## src/rtl/dphy_seq_pkg.sv

```systemverilog
// Shared types and helpers for the D-PHY lane power-up/down sequencer.
package dphy_seq_pkg;

   localparam int unsigned MAX_LANES = 8;

   typedef enum logic [3:0] {
      ST_IDLE,
      ST_ENABLE_LANES,
      ST_WAIT_CLK_ACTIVE,
      ST_LANES_ACTIVE,
      ST_WAIT_DATA_IDLE,
      ST_WAIT_CLK_INACTIVE,
      ST_ULPS,
      ST_ULPS_WAKEUP,
      ST_DISABLE_BUFFERS,
      ST_ERROR
   } seq_state_e;

   // Thermometer mask of n lanes, n = clamp(req, 1, num); lane 0 is always present.
   function automatic logic [MAX_LANES-1:0] lane_mask_f(input logic [3:0] req,
                                                        input logic [3:0] num);
      logic [3:0]           n;
      logic [MAX_LANES-1:0] m;
      n = req;
      if (n == 4'd0) n = 4'd1;
      if (n > num)   n = num;
      if (n == 4'd0) n = 4'd1;
      for (int i = 0; i < int'(MAX_LANES); i++) begin
         m[i] = (4'(i) < n);
      end
      return m;
   endfunction

endpackage

```

## src/rtl/dphy_seq_timer.sv

```systemverilog
// Load/decrement counter that saturates at zero; flags the cycle it reaches zero.
module dphy_seq_timer #(
   parameter int unsigned TMR_W = 16
) (
   input  logic             clk_phy,
   input  logic             rst_n,
   input  logic             load_i,
   input  logic [TMR_W-1:0] load_val_i,
   output logic             zero_o,
   output logic             expire_o
);

   logic [TMR_W-1:0] count_q, count_d;

   always_comb begin
      count_d = count_q;
      if (load_i) begin
         count_d = load_val_i;
      end else if (count_q != '0) begin
         count_d = count_q - TMR_W'(1);
      end
   end

   always_ff @(posedge clk_phy or negedge rst_n) begin
      if (!rst_n) begin
         count_q <= '0;
      end else begin
         count_q <= count_d;
      end
   end

   assign zero_o   = (count_q == '0);
   assign expire_o = (count_q == TMR_W'(1));

endmodule

```

## src/rtl/dphy_lanes_sequencer.sv

```systemverilog
// D-PHY lane sequencer: brings clock and data lanes through enable, HS, ULPS and shutdown.
module dphy_lanes_sequencer
   import dphy_seq_pkg::*;
#(
   parameter int unsigned NUM_LANES = 4,
   parameter int unsigned TMR_W     = 16
) (
   input  logic                 clk_phy,
   input  logic                 rst_n,
   input  logic                 lines_enable,
   input  logic                 clock_enable,
   input  logic                 ulps_request,
   input  logic [3:0]           reg_lanes_number,
   input  logic [TMR_W-1:0]     seq_timeout,
   input  logic [TMR_W-1:0]     wakeup_time,
   input  logic [NUM_LANES-1:0] data_lane_ready,
   input  logic [NUM_LANES-1:0] data_lane_active,
   input  logic                 clk_lane_ready,
   input  logic                 clk_lane_active,
   output logic [NUM_LANES-1:0] data_lines_enable,
   output logic [NUM_LANES-1:0] data_ulps_rqst,
   output logic                 clk_lines_enable,
   output logic                 clk_start_rqst,
   output logic                 clk_fin_rqst,
   output logic                 clk_ulps_rqst,
   output logic                 lines_ready,
   output logic                 clock_ready,
   output logic                 lanes_active,
   output logic                 ulps_active,
   output logic                 seq_error,
   output logic [NUM_LANES-1:0] lane_mask
);

   seq_state_e           state_q, state_d;
   logic [NUM_LANES-1:0] mask_q, mask_d;
   logic                 tmr_load_c;
   logic [TMR_W-1:0]     tmr_val_c;
   logic                 tmr_zero, tmr_expire;
   logic                 all_ready_c, any_active_c, timeout_c;

   // Lanes outside the latched mask never influence the sequence.
   assign all_ready_c  = (&(data_lane_ready | ~mask_q)) & clk_lane_ready;
   assign any_active_c = |(data_lane_active & mask_q);
   assign timeout_c    = (seq_timeout != '0) & tmr_expire;

   dphy_seq_timer #(.TMR_W(TMR_W)) u_timer (
      .clk_phy    (clk_phy),
      .rst_n      (rst_n),
      .load_i     (tmr_load_c),
      .load_val_i (tmr_val_c),
      .zero_o     (tmr_zero),
      .expire_o   (tmr_expire)
   );

   always_comb begin
      state_d    = state_q;
      mask_d     = mask_q;
      tmr_load_c = 1'b0;
      tmr_val_c  = seq_timeout;
      unique case (state_q)
         ST_IDLE: begin
            if (lines_enable) begin
               state_d = ST_ENABLE_LANES;
               mask_d  = NUM_LANES'(lane_mask_f(reg_lanes_number, 4'(NUM_LANES)));
            end
         end
         ST_ENABLE_LANES: begin
            if (all_ready_c && clock_enable) state_d = ST_WAIT_CLK_ACTIVE;
            else if (timeout_c)              state_d = ST_ERROR;
         end
         ST_WAIT_CLK_ACTIVE: begin
            if (clk_lane_active) state_d = ST_LANES_ACTIVE;
            else if (timeout_c)  state_d = ST_ERROR;
         end
         ST_LANES_ACTIVE: begin
            // Clock stop outranks a simultaneous ULPS request.
            if (!clock_enable || !lines_enable)  state_d = ST_WAIT_DATA_IDLE;
            else if (ulps_request && !any_active_c) state_d = ST_ULPS;
         end
         ST_WAIT_DATA_IDLE: begin
            if (!any_active_c)  state_d = ST_WAIT_CLK_INACTIVE;
            else if (timeout_c) state_d = ST_ERROR;
         end
         ST_WAIT_CLK_INACTIVE: begin
            if (!clk_lane_active) state_d = lines_enable ? ST_ENABLE_LANES : ST_DISABLE_BUFFERS;
            else if (timeout_c)   state_d = ST_ERROR;
         end
         ST_ULPS: begin
            if (!ulps_request) state_d = ST_ULPS_WAKEUP;
         end
         ST_ULPS_WAKEUP: begin
            if (tmr_zero) state_d = ST_WAIT_CLK_ACTIVE;
         end
         ST_DISABLE_BUFFERS: state_d = ST_IDLE;
         ST_ERROR: begin
            if (!lines_enable) state_d = ST_IDLE;
         end
         default: state_d = ST_IDLE;
      endcase

      // The one timer serves both the handshake timeouts and the ULPS exit hold.
      if (state_d != state_q) begin
         unique case (state_d)
            ST_ENABLE_LANES, ST_WAIT_CLK_ACTIVE,
            ST_WAIT_DATA_IDLE, ST_WAIT_CLK_INACTIVE: tmr_load_c = 1'b1;
            ST_ULPS_WAKEUP: begin
               tmr_load_c = 1'b1;
               tmr_val_c  = wakeup_time;
            end
            default: tmr_load_c = 1'b0;
         endcase
      end
   end

   always_ff @(posedge clk_phy or negedge rst_n) begin
      if (!rst_n) begin
         state_q <= ST_IDLE;
         mask_q  <= '0;
      end else begin
         state_q <= state_d;
         mask_q  <= mask_d;
      end
   end

   // Moore decode from the registered state and latched mask.
   always_comb begin
      data_lines_enable = '0;
      data_ulps_rqst    = '0;
      clk_lines_enable  = 1'b0;
      clk_start_rqst    = 1'b0;
      clk_fin_rqst      = 1'b0;
      clk_ulps_rqst     = 1'b0;
      clock_ready       = 1'b0;
      ulps_active       = 1'b0;
      seq_error         = 1'b0;
      if (state_q != ST_IDLE && state_q != ST_DISABLE_BUFFERS && state_q != ST_ERROR) begin
         data_lines_enable = mask_q;
         clk_lines_enable  = 1'b1;
      end
      if (state_q == ST_WAIT_CLK_ACTIVE || state_q == ST_LANES_ACTIVE) clk_start_rqst = 1'b1;
      if (state_q == ST_WAIT_CLK_INACTIVE) clk_fin_rqst = 1'b1;
      if (state_q == ST_ULPS) begin
         data_ulps_rqst = mask_q;
         clk_ulps_rqst  = 1'b1;
         ulps_active    = 1'b1;
      end
      if (state_q == ST_LANES_ACTIVE) clock_ready = 1'b1;
      if (state_q == ST_ERROR)        seq_error   = 1'b1;
   end

   assign lines_ready  = all_ready_c & clk_lines_enable;
   assign lanes_active = any_active_c;
   assign lane_mask    = mask_q;

endmodule

```

## config.mk

```make
export PLATFORM = sky130hd
export DESIGN_NAME = dphy_lanes_sequencer
export DESIGN_NICKNAME = d
export VERILOG_FILES = /design/src/rtl/dphy_seq_pkg.sv /design/src/rtl/dphy_seq_timer.sv /design/src/rtl/dphy_lanes_sequencer.sv
export SDC_FILE = /design/constraint.sdc
export NUM_CORES = 1
export LEC_CHECK = 0
export CAP_MARGIN = 20
export CORE_ASPECT_RATIO = 0.6
export CORE_MARGIN = 2
export CORE_UTILIZATION = 51
export CTS_BUF_LIST = sky130_fd_sc_hd__clkbuf_8
export CTS_CLUSTER_SIZE = 10
export DETAILED_ROUTE_END_ITERATION = 8
export GPL_ROUTABILITY_DRIVEN = 0
export PLACE_DENSITY_LB_ADDON = 0.3
export RECOVER_POWER = 50
export REMOVE_ABC_BUFFERS = 1
export SYNTH_ARGS = -nofsm -noshare
export SYNTH_HDL_FRONTEND = slang
export SYNTH_SLANG_ARGS = --single-unit
```

## constraint.sdc

```tcl
create_clock -name clk_phy -period 5 [get_ports clk_phy]
set_clock_uncertainty 0.1 [all_clocks]
set_input_delay 0.75 -clock clk_phy [delete_from_list [all_inputs] [get_ports clk_phy]]
set_output_delay 0.75 -clock clk_phy [all_outputs]
set_load 0.02 [all_outputs]
```

== Yosys cells after proc, flatten, opt, wreduce, memory -nomap -nowiden ==
Index checks and enable logic that the tools add are counted.
Word-level totals
  register bits: 24
  latch bits: 0
  memory bits (writable): 0
  memory bits (read-only): 0
  bits of input ports: 51
  output and inout port bits: 21
  word-level logic and storage cells: 89
  memories kept: 0
Cells by class
  $add $sub $neg: 1
  multipliers: 0
  divide/modulo/power cells: 0
  order comparisons: 5
  equal/unequal tests: 17
  shifts and indexed selects: 0
  multiplexer cells: 36
  bitwise logic cells: 6
  reductions and logical operators: 21
Operators with widths (count)
  4-bit 2-to-1 mux: 23
  16-bit 2-to-1 mux: 4
  4-bit case mux with 9 select lines: 1
  16-bit nonzero test: 2
  4-bit by 3-bit == test with 1-bit output (second input constant): 7
  16-bit by 1-bit == test with 1-bit output (second input constant): 1
  16-bit logical NOT: 1
  16-bit by 1-bit subtractor with 16-bit output (second input constant): 1
  4-bit by 2-bit == test with 1-bit output (second input constant): 3
  4-bit logical NOT: 3
  4-bit by 1-bit == test with 1-bit output (second input constant): 2
  1-bit by 4-bit < comparator with 1-bit output (first input constant): 2
  2-bit by 4-bit < comparator with 1-bit output (first input constant): 2
  1-bit 2-to-1 mux: 8
  4-bit != test (second input constant): 2
  5-bit OR reduction: 1
  4-bit bitwise AND: 1
  4-bit == test (second input constant): 1
  4-bit by 3-bit > comparator with 1-bit output (second input constant): 1
  1-bit logical AND: 4
  4-bit != test: 1
  4-bit NOT: 1
  4-bit bitwise OR: 1
  4-bit AND reduction: 1
  7 further kinds: 12

== Depth between registers and ports, before layout ==
  depth in word-level cells: 13
  mapped depth: 12
  mapped depth without buffers: 11

== By module ==
From an unflattened synthesis, not the netlist that was laid out.
Second synthesis, totals
  cells, all modules: 228
  area, all modules: 2074.5 um2
Modules (own cells, without submodules)
  dphy_lanes_sequencer: instances 1, cells an instance 130, area an instance 1086.0 um2, seq. area each 200.2 um2
  dphy_seq_timer: instances 1, cells an instance 98, area an instance 988.4 um2, seq. area each 400.4 um2

== Worst setup path before layout ==
OpenSTA, ideal clock, no wires.
  kind: in2reg
  start: input port data_lane_active[1]
  end: register u_timer.count_q[10]
  library setup time: 0.126 ns
  data arrival time: 2.539 ns
  data required time: 4.774 ns
  path slack: 2.235 ns
  stages: 9
  path buffers: 1
  path through: a22oi_2 nand2_1 a211o_1 o22a_1 a211o_1 a21oi_1 o32ai_4 buf_6 mux2i_1
Between the ends
  word-level cells in the longest chain between the ends: 12
  elaborated cells on any way between the ends: 21
Ends and longest elaborated chain
  from (decl): RTL line dphy_lanes_sequencer.sv:17  | input logic [NUM_LANES-1:0] data_lane_active,
  4-bit bitwise AND (*): RTL line dphy_lanes_sequencer.sv:43  | assign any_active_c = |(data_lane_active & mask_q);
  4-bit OR reduction (*): RTL line dphy_lanes_sequencer.sv:43
  net lanes_active: RTL line dphy_lanes_sequencer.sv:28  | output logic lanes_active,
  1-bit logical NOT
  1-bit logical AND: RTL line dphy_lanes_sequencer.sv:78  | else if (ulps_request && !any_active_c) state_d = ST_ULPS;
  4-bit 2-to-1 mux: RTL line dphy_lanes_sequencer.sv:78
  4-bit 2-to-1 mux: RTL line dphy_lanes_sequencer.sv:77  | if (!clock_enable || !lines_enable) state_d = ST_WAIT_DATA_IDLE;
  4-bit case mux with 9 select lines (*): RTL line dphy_lanes_sequencer.sv:60  | unique case (state_q)
  4-bit by 3-bit == test with 1-bit output (tied with other cells): RTL line dphy_lanes_sequencer.sv:103  | unique case (state_d)
  5-bit OR reduction (no line)
  1-bit 2-to-1 mux: RTL line dphy_lanes_sequencer.sv:103
  1-bit 2-to-1 mux: RTL line dphy_lanes_sequencer.sv:102  | if (state_d != state_q) begin
  16-bit 2-to-1 mux / 2-bit nonzero test (equally long branches)
  to (signal assigned): RTL line dphy_seq_timer.sv:28  | count_q <= count_d;
  to (decl): RTL line dphy_seq_timer.sv:13  | logic [TMR_W-1:0] count_q, count_d;
The timed path passes the listed nets; every way through them passes the cells marked *.
A chain may end at the register's enable or synchronous reset.

== Final worst setup path ==
  start: input port seq_timeout[8]
  end: register u_timer.count_q[11]
Between the ends
  word-level cells in the longest chain between the ends: 10
  elaborated cells on any way between the ends: 21
Ends and longest elaborated chain
  from (decl): RTL line dphy_lanes_sequencer.sv:14  | input logic [TMR_W-1:0] seq_timeout,
  16-bit nonzero test (*): RTL line dphy_lanes_sequencer.sv:44  | assign timeout_c = (seq_timeout != '0) & tmr_expire;
  1-bit bitwise AND (*): RTL line dphy_lanes_sequencer.sv:44
  4-bit 2-to-1 mux (*)
  4-bit 2-to-1 mux, on equally long branches
  4-bit case mux with 9 select lines (*): RTL line dphy_lanes_sequencer.sv:60
  net state_d[1]: RTL line dphy_lanes_sequencer.sv:34  | seq_state_e state_q, state_d;
  4-bit by 3-bit == test with 1-bit output (tied with other cells): RTL line dphy_lanes_sequencer.sv:103
  5-bit OR reduction (no line)
  1-bit 2-to-1 mux: RTL line dphy_lanes_sequencer.sv:103
  1-bit 2-to-1 mux: RTL line dphy_lanes_sequencer.sv:102
  16-bit 2-to-1 mux / 2-bit nonzero test (equally long branches)
Marks and branches as above.

==> flow_summary_export.csv <==
group,metric,value,unit
clock_tree,clkTransAtPathRegs,80,ps
floorplan,core_area,4050,sq um
worst_setup_path,worstSetupStartpointType,"input pin",
detailed_routing,wl_met2,2210,microns
floorplan,fp-row-count,18,
timing,slew_headroom,0.322,
worst_setup_path,required,5090,ps
detailed_routing,wirelength,5340,microns
clock_tree,cts_sinks,24,
yosys,synth_top_area_frac,0.284,
detailed_routing,wl_met3,343,microns
yosys,synthFlopType,"dfrtp_1",
place,io_buffers,71,
detailed_routing,wl_met1,2750,microns
pwr,vdd_drop_max,0.000343,V
final_layout,drive_gt1_frac,0.0814,
worst_setup_path,worst_ep_arrival_time,4000,ps
place,placed_area,2830,sq um
clock_tree,root_buffer,"clkbuf_8",
yosys,ys_seq_elements,24,
final_layout,fill_cells,314,
detailed_routing,ant_nets,0,
global_routing,grt_max_degree,25,
pwr,cellLeakagePower,1.27,nW
clock_tree,clkLatencyLatePin,270,ps
floorplan,die-area,4690,sq um
floorplan,start_util,0.522,
min_path,hp-class,"reg -> reg",
detailed_routing,initialDrtViolationCount,137,
worst_setup_path,path_max_fanout,16,
floorplan,dieWidth,87.1,microns
detailed_routing,drcViolationCount,0,
yosys,ys_seq_area_frac,0.284,
floorplan,die_h,53.9,microns
yosys,synth_most_common_cell,"mux2i_1",
pwr,p_total,0.00164,W
clock_tree,cts_setup_buffers,0,
yosys,netlist_instances,227,
clock_tree,ctsHoldBuffers,0,
pwr,p_seq_frac,0.286,
final_layout,finalNetCount,349,
global_routing,grt.overflow.total,0,
global_routing,grtUsageTotal,0.236,
clock_tree,cts_tree,"built",
detailed_routing,vias,1966,
floorplan,io_pins,72,
flow_run,max-cap-violations,0,
yosys,synth-edff-count,0,
detailed_routing,dr.max_layer_used,"met4",
timing,setup_viol,0,
final_layout,n_antenna_cell,0,
detailed_routing,via_per_inst,5.70,
timing,slew_violations,0,
yosys,yosysWarnings,0,
detailed_routing,wire_per_inst,15.5,microns
timing,tns,0,ps
pwr,switching_share,0.463,
yosys,synth_area_leaders,"dfrtp_1, mux2i_1, nand2_1, nor4_1, nor2_1",
final_layout,final_area,2880,sq um
yosys,synthesis.area,2110,sq um
yosys,netlist_top_cells_count,"mux2i_1, dfrtp_1, nand2_1",
timing,timing.final.crit_share,0.781,
status,run_status,"completed",
timing,rsz0062_at_grt,"no",
worst_setup_path,end_kind,"flop",
worst_setup_path,critPathKind,"in -> reg",
global_routing,grt_pass1_wl,8420,microns
pwr,p_int,0.000879,W
timing,worst_slew_pin_slew,1020,ps
timing,fin_crit,3910,ps
detailed_routing,first_pass_iters,4,
final_layout,synthToLayoutAreaGrowth,36.2,%
place,dpl.hpwl,4210,microns
clock_tree,cts_resized,0,
yosys,yosys.cell_types.count,62,
pwr,combPwrFrac,0.634,
pwr,pwr-share-clk,0.081,
yosys,syn_avg_cell_area,9.32,sq um
clock_tree,htreeDepth,1,
yosys,async_flop_share,1.00,
global_routing,grt_pass1_vias,1752,
timing,finalHoldViolCount,0,
yosys,synth_top_area_cell,"dfrtp_1",
pwr,p_switching,0.000758,W
clock_tree,cts.path.max_buffers,2,
clock_tree,cts-buffers-inserted,3,
timing,timing.fmax,256,MHz
pwr,power.density,569,nW/um^2
global_routing,antenna_found_initial,0,
per-stage QoR:
| step | util | hold slack [ps] | instances | setup WS [ps] |
|---|---|---|---|---|
| 2_1_floorplan | - | 354 | 219 | 2110 |
| 3_3_place_gp | 0.699 | 478 | 340 | 1250 |
| 3_5_place_dp | 0.699 | 487 | 340 | 1070 |
| 4_1_cts | 0.712 | 506 | 344 | 1320 |
| 5_1_grt | 0.710 | 532 | 345 | 895 |
| 6_report | 0.710 | 499 | 345 | 1090 |
power by group through the flow:
stage                     Combinational, W  Clock [W]  Sequential [W]
final                              0.00104   0.000132        0.000468
after global routing               0.00113   0.000139        0.000487
after CTS                          0.00105   0.000133        0.000464
after detailed placement           0.00104          0        0.000465
after global placement             0.00102          0        0.000463
after floorplan                   0.000750          0        0.000445
worst max-delay path, stage by stage:
cell             delay [ps]
clkdlybuf4s50_1         420
nor4_1                  480
and4_1                  320
nor2_2                   80
o221ai_1                480
o21ai_0                 270
o32ai_4                 910
mux2i_1                 270
routing by layer:
layer	track usage	vias up
li1	-	988
met1	0.368	900
met2	0.349	74
met3	0.0353	4
met4	0.0385	0
met5	0	-
logic make-up (layout without fill, tap and decap cells):
family                     after synthesis  count (layout)  synth area share
AOI/OAI and AO/OA                       37              37             0.151
buffers and inverters                   19              87            0.0456
DFF                                     24              24             0.284
muxes                                   37              37             0.176
adders and majority gates                2               2            0.0118
xor gates and xnor gates                10              10            0.0414
and+or+nand+nor                         98              98             0.289
worst paths after layout:
kind	start	to	slack, ps	cells after the start
worst min register to register	lane_mask[0]	lane_mask[0]	500	1
worst min-delay path	lane_mask[0]	lane_mask[0]	500	1
worst max register to register	u_timer.count_q[0]	u_timer.count_q[11]	1380	9
worst max-delay path	seq_timeout[8]	u_timer.count_q[11]	1090	8
max in group asynchronous	rst_n	lane_mask[3]	2970	2
min in group asynchronous	rst_n	u_timer.count_q[7]	740	1
final cells by class:
cell class | count | area [sq um] | area share
multi-input cells | 184 | 1410 | 0.488
clock buffers | 4 | 55.1 | 0.0191
well taps | 50 | 62.6 | 0.0217
flip-flops and latches | 24 | 601 | 0.209
inverters | 11 | 41.3 | 0.0143
repair buffers | 72 | 714 | 0.248
registers in the layout (all words and copies together) (netlist names):
| register | count |
|---|---|
| u_timer.count_q | 16 |
| state_q | 4 |
| lane_mask | 4 |
cell usage in the layout, fill, tap and decap left out, types with 3 or more instances in the layout:
cell / netlist / final
xor2_1: 5 / 5
inv_1: 9 / 9
nand2b_1: 6 / 6
nand2_1: 23 / 23
nor3_1: 7 / 7
nor4_1: 8 / 8
xnor2_1: 5 / 5
nor2b_1: 4 / 4
nor2_1: 12 / 12
o21ai_0: 8 / 8
and3_1: 4 / 4
dfrtp_1: 24 / 24
clkbuf_8: 0 / 4
clkdlybuf4s50_1: 0 / 65
dlygate4sd3_1: 0 / 6
a21oi_1: 4 / 4
nand3_1: 3 / 3
mux2i_1: 35 / 35
nand4_1: 3 / 4
and2_1: 5 / 5
No activity file was read; power rests on OpenSTA's default activity.
==> RTL change (config.mk and constraints unchanged) <==
Change the parameter `NUM_LANES` from 4 to 3.
--- a/src/rtl/dphy_lanes_sequencer.sv
+++ b/src/rtl/dphy_lanes_sequencer.sv
@@ -2,7 +2,7 @@
 module dphy_lanes_sequencer
    import dphy_seq_pkg::*;
 #(
-   parameter int unsigned NUM_LANES = 4,
+   parameter int unsigned NUM_LANES = 3,
    parameter int unsigned TMR_W     = 16
 ) (
    input  logic                 clk_phy,
Interface: changed (5 resized); port bits go from 72 to 67. No check against the original RTL was run, so the function may have changed too.
==> RTL change against the original RTL <==
- final area fell by 7.0%
- setup slack improved by 0.17 ns
- critical path type unchanged
- routed wire length fell by 2.0%
- synthesized area fell by 7.3%
- combinational power fell by 16%
- power fell by 14%
- sequential cell count fell by 1
==> RTL change: results (changes against the original RTL) <==
## Worst setup path
- r2r worst-path depth: 8, -1
- CP max stage delay: 0.82 ns, -0.09 ns
- beginning of the worst register-to-register path: lane_mask[0]$_DFFE_PN0P_
- cell with the biggest individual delay on the critical path: sky130_fd_sc_hd__a222oi_1
- Critical R2R Capture: u_timer.count_q[3]$_DFFE_PN0P_
- slack of the worst reg-to-reg path: 1.70 ns, +0.32 ns

## Finish
- share of cells above drive strength 1: 0.0538, -0.0276
- final instance count without filler cells: 326, -5.5%
- layout filler cell count: 289, -8.0%
- FF+latch area: 576 um2, -4.2%
- number of multi-input logic gates: 176, -4.3%
- portion of the layout cell area used by clock cells: 0.0173, -0.00183
- sequential share of cell area: 0.215, +0.00635

## STA
- pin slew with the least headroom to its limit: 0.925 ns, -0.0914 ns
- worst hold slack after final layout: 0.490 ns, -0.00970 ns

## Global routing
- largest net degree at the start of global routing: 24, -4.0%
- first-pass GRT wire length: 8.68 mm, +3.0%
- number of global-route vias before repair: 1778, +1.5%
- all-layer global routing usage: 0.254, +0.0189

## Placement
- number of cells after detailed placement: 321, -5.6%
- placement-stage worst setup slack: 1.13 ns, +0.0667 ns
- HPWL after detailed placement: 4.17 mm, -1.0%
- Placed Instance Area: 0.00263 mm2, -7.1%

## Synth
- Synth Area in XOR/XNOR: 0.0759, +0.0345
- cells after synthesis: 216, -4.8%
- post-synthesis share of cell area spent on full adders, half adders and majority gates: 0.0191, +0.00731
- compound-gate portion of the synthesized area: 0.145, -0.00662
- most frequent cells after synthesis: 32 x sky130_fd_sc_hd__mux2i_1, 23 x sky130_fd_sc_hd__dfrtp_1, 17 x sky130_fd_sc_hd__nand2_1
- top post-synthesis cells by area: sky130_fd_sc_hd__dfrtp_1 29%, sky130_fd_sc_hd__mux2i_1 16%, sky130_fd_sc_hd__xnor2_1 4.9%
- number of flip-flops and latches in the synthesized netlist: 23, -4.2%

## Detailed routing
- routed length per placed instance: 16.0 um, +3.7%
- via count normalized by instance count: 5.86, +2.9%
- iteration count of the initial detailed-routing pass: 5, +1

## Die
- number of placement rows: 17, -1

## Outcome
- run status: completed

## Power
- P_leak: 0.00102 uW, -20%
- maximum ir drop on the vdd rail: 0.264 mV, -23%

==> RTL change: changes by cell type in the layout (fill, tap and decap cells not counted), moves of 3 or more <==
| cell | change |
|---|---|
| sky130_fd_sc_hd__and3_1 | -3 |
| sky130_fd_sc_hd__a21oi_1 | +4 |
| sky130_fd_sc_hd__mux2i_1 | -3 |
| sky130_fd_sc_hd__o21ai_0 | -4 |
| sky130_fd_sc_hd__clkdlybuf4s50_1 | -5 |
| sky130_fd_sc_hd__inv_1 | -3 |
| sky130_fd_sc_hd__a211oi_1 | +3 |
| sky130_fd_sc_hd__nand2_1 | -6 |
| sky130_fd_sc_hd__xnor2_1 | +6 |
==> RTL change: power by group <==
part / internal [uW] / leakage, uW / switching (uW)
Clock: 55.7 / 0.0000255 / 60.2
Sequential: 281 / 0.000269 / 136
Combinational: 428 / 0.000728 / 450
==> RTL change: per-layer routing <==
layer	up-vias	wire length (um)	GRT usage
met2	95	2120	0.364
li1	929	-	-
met1	881	2610	0.373
met4	0	52	0.0403
met3	6	444	0.0889
met5	-	0	0
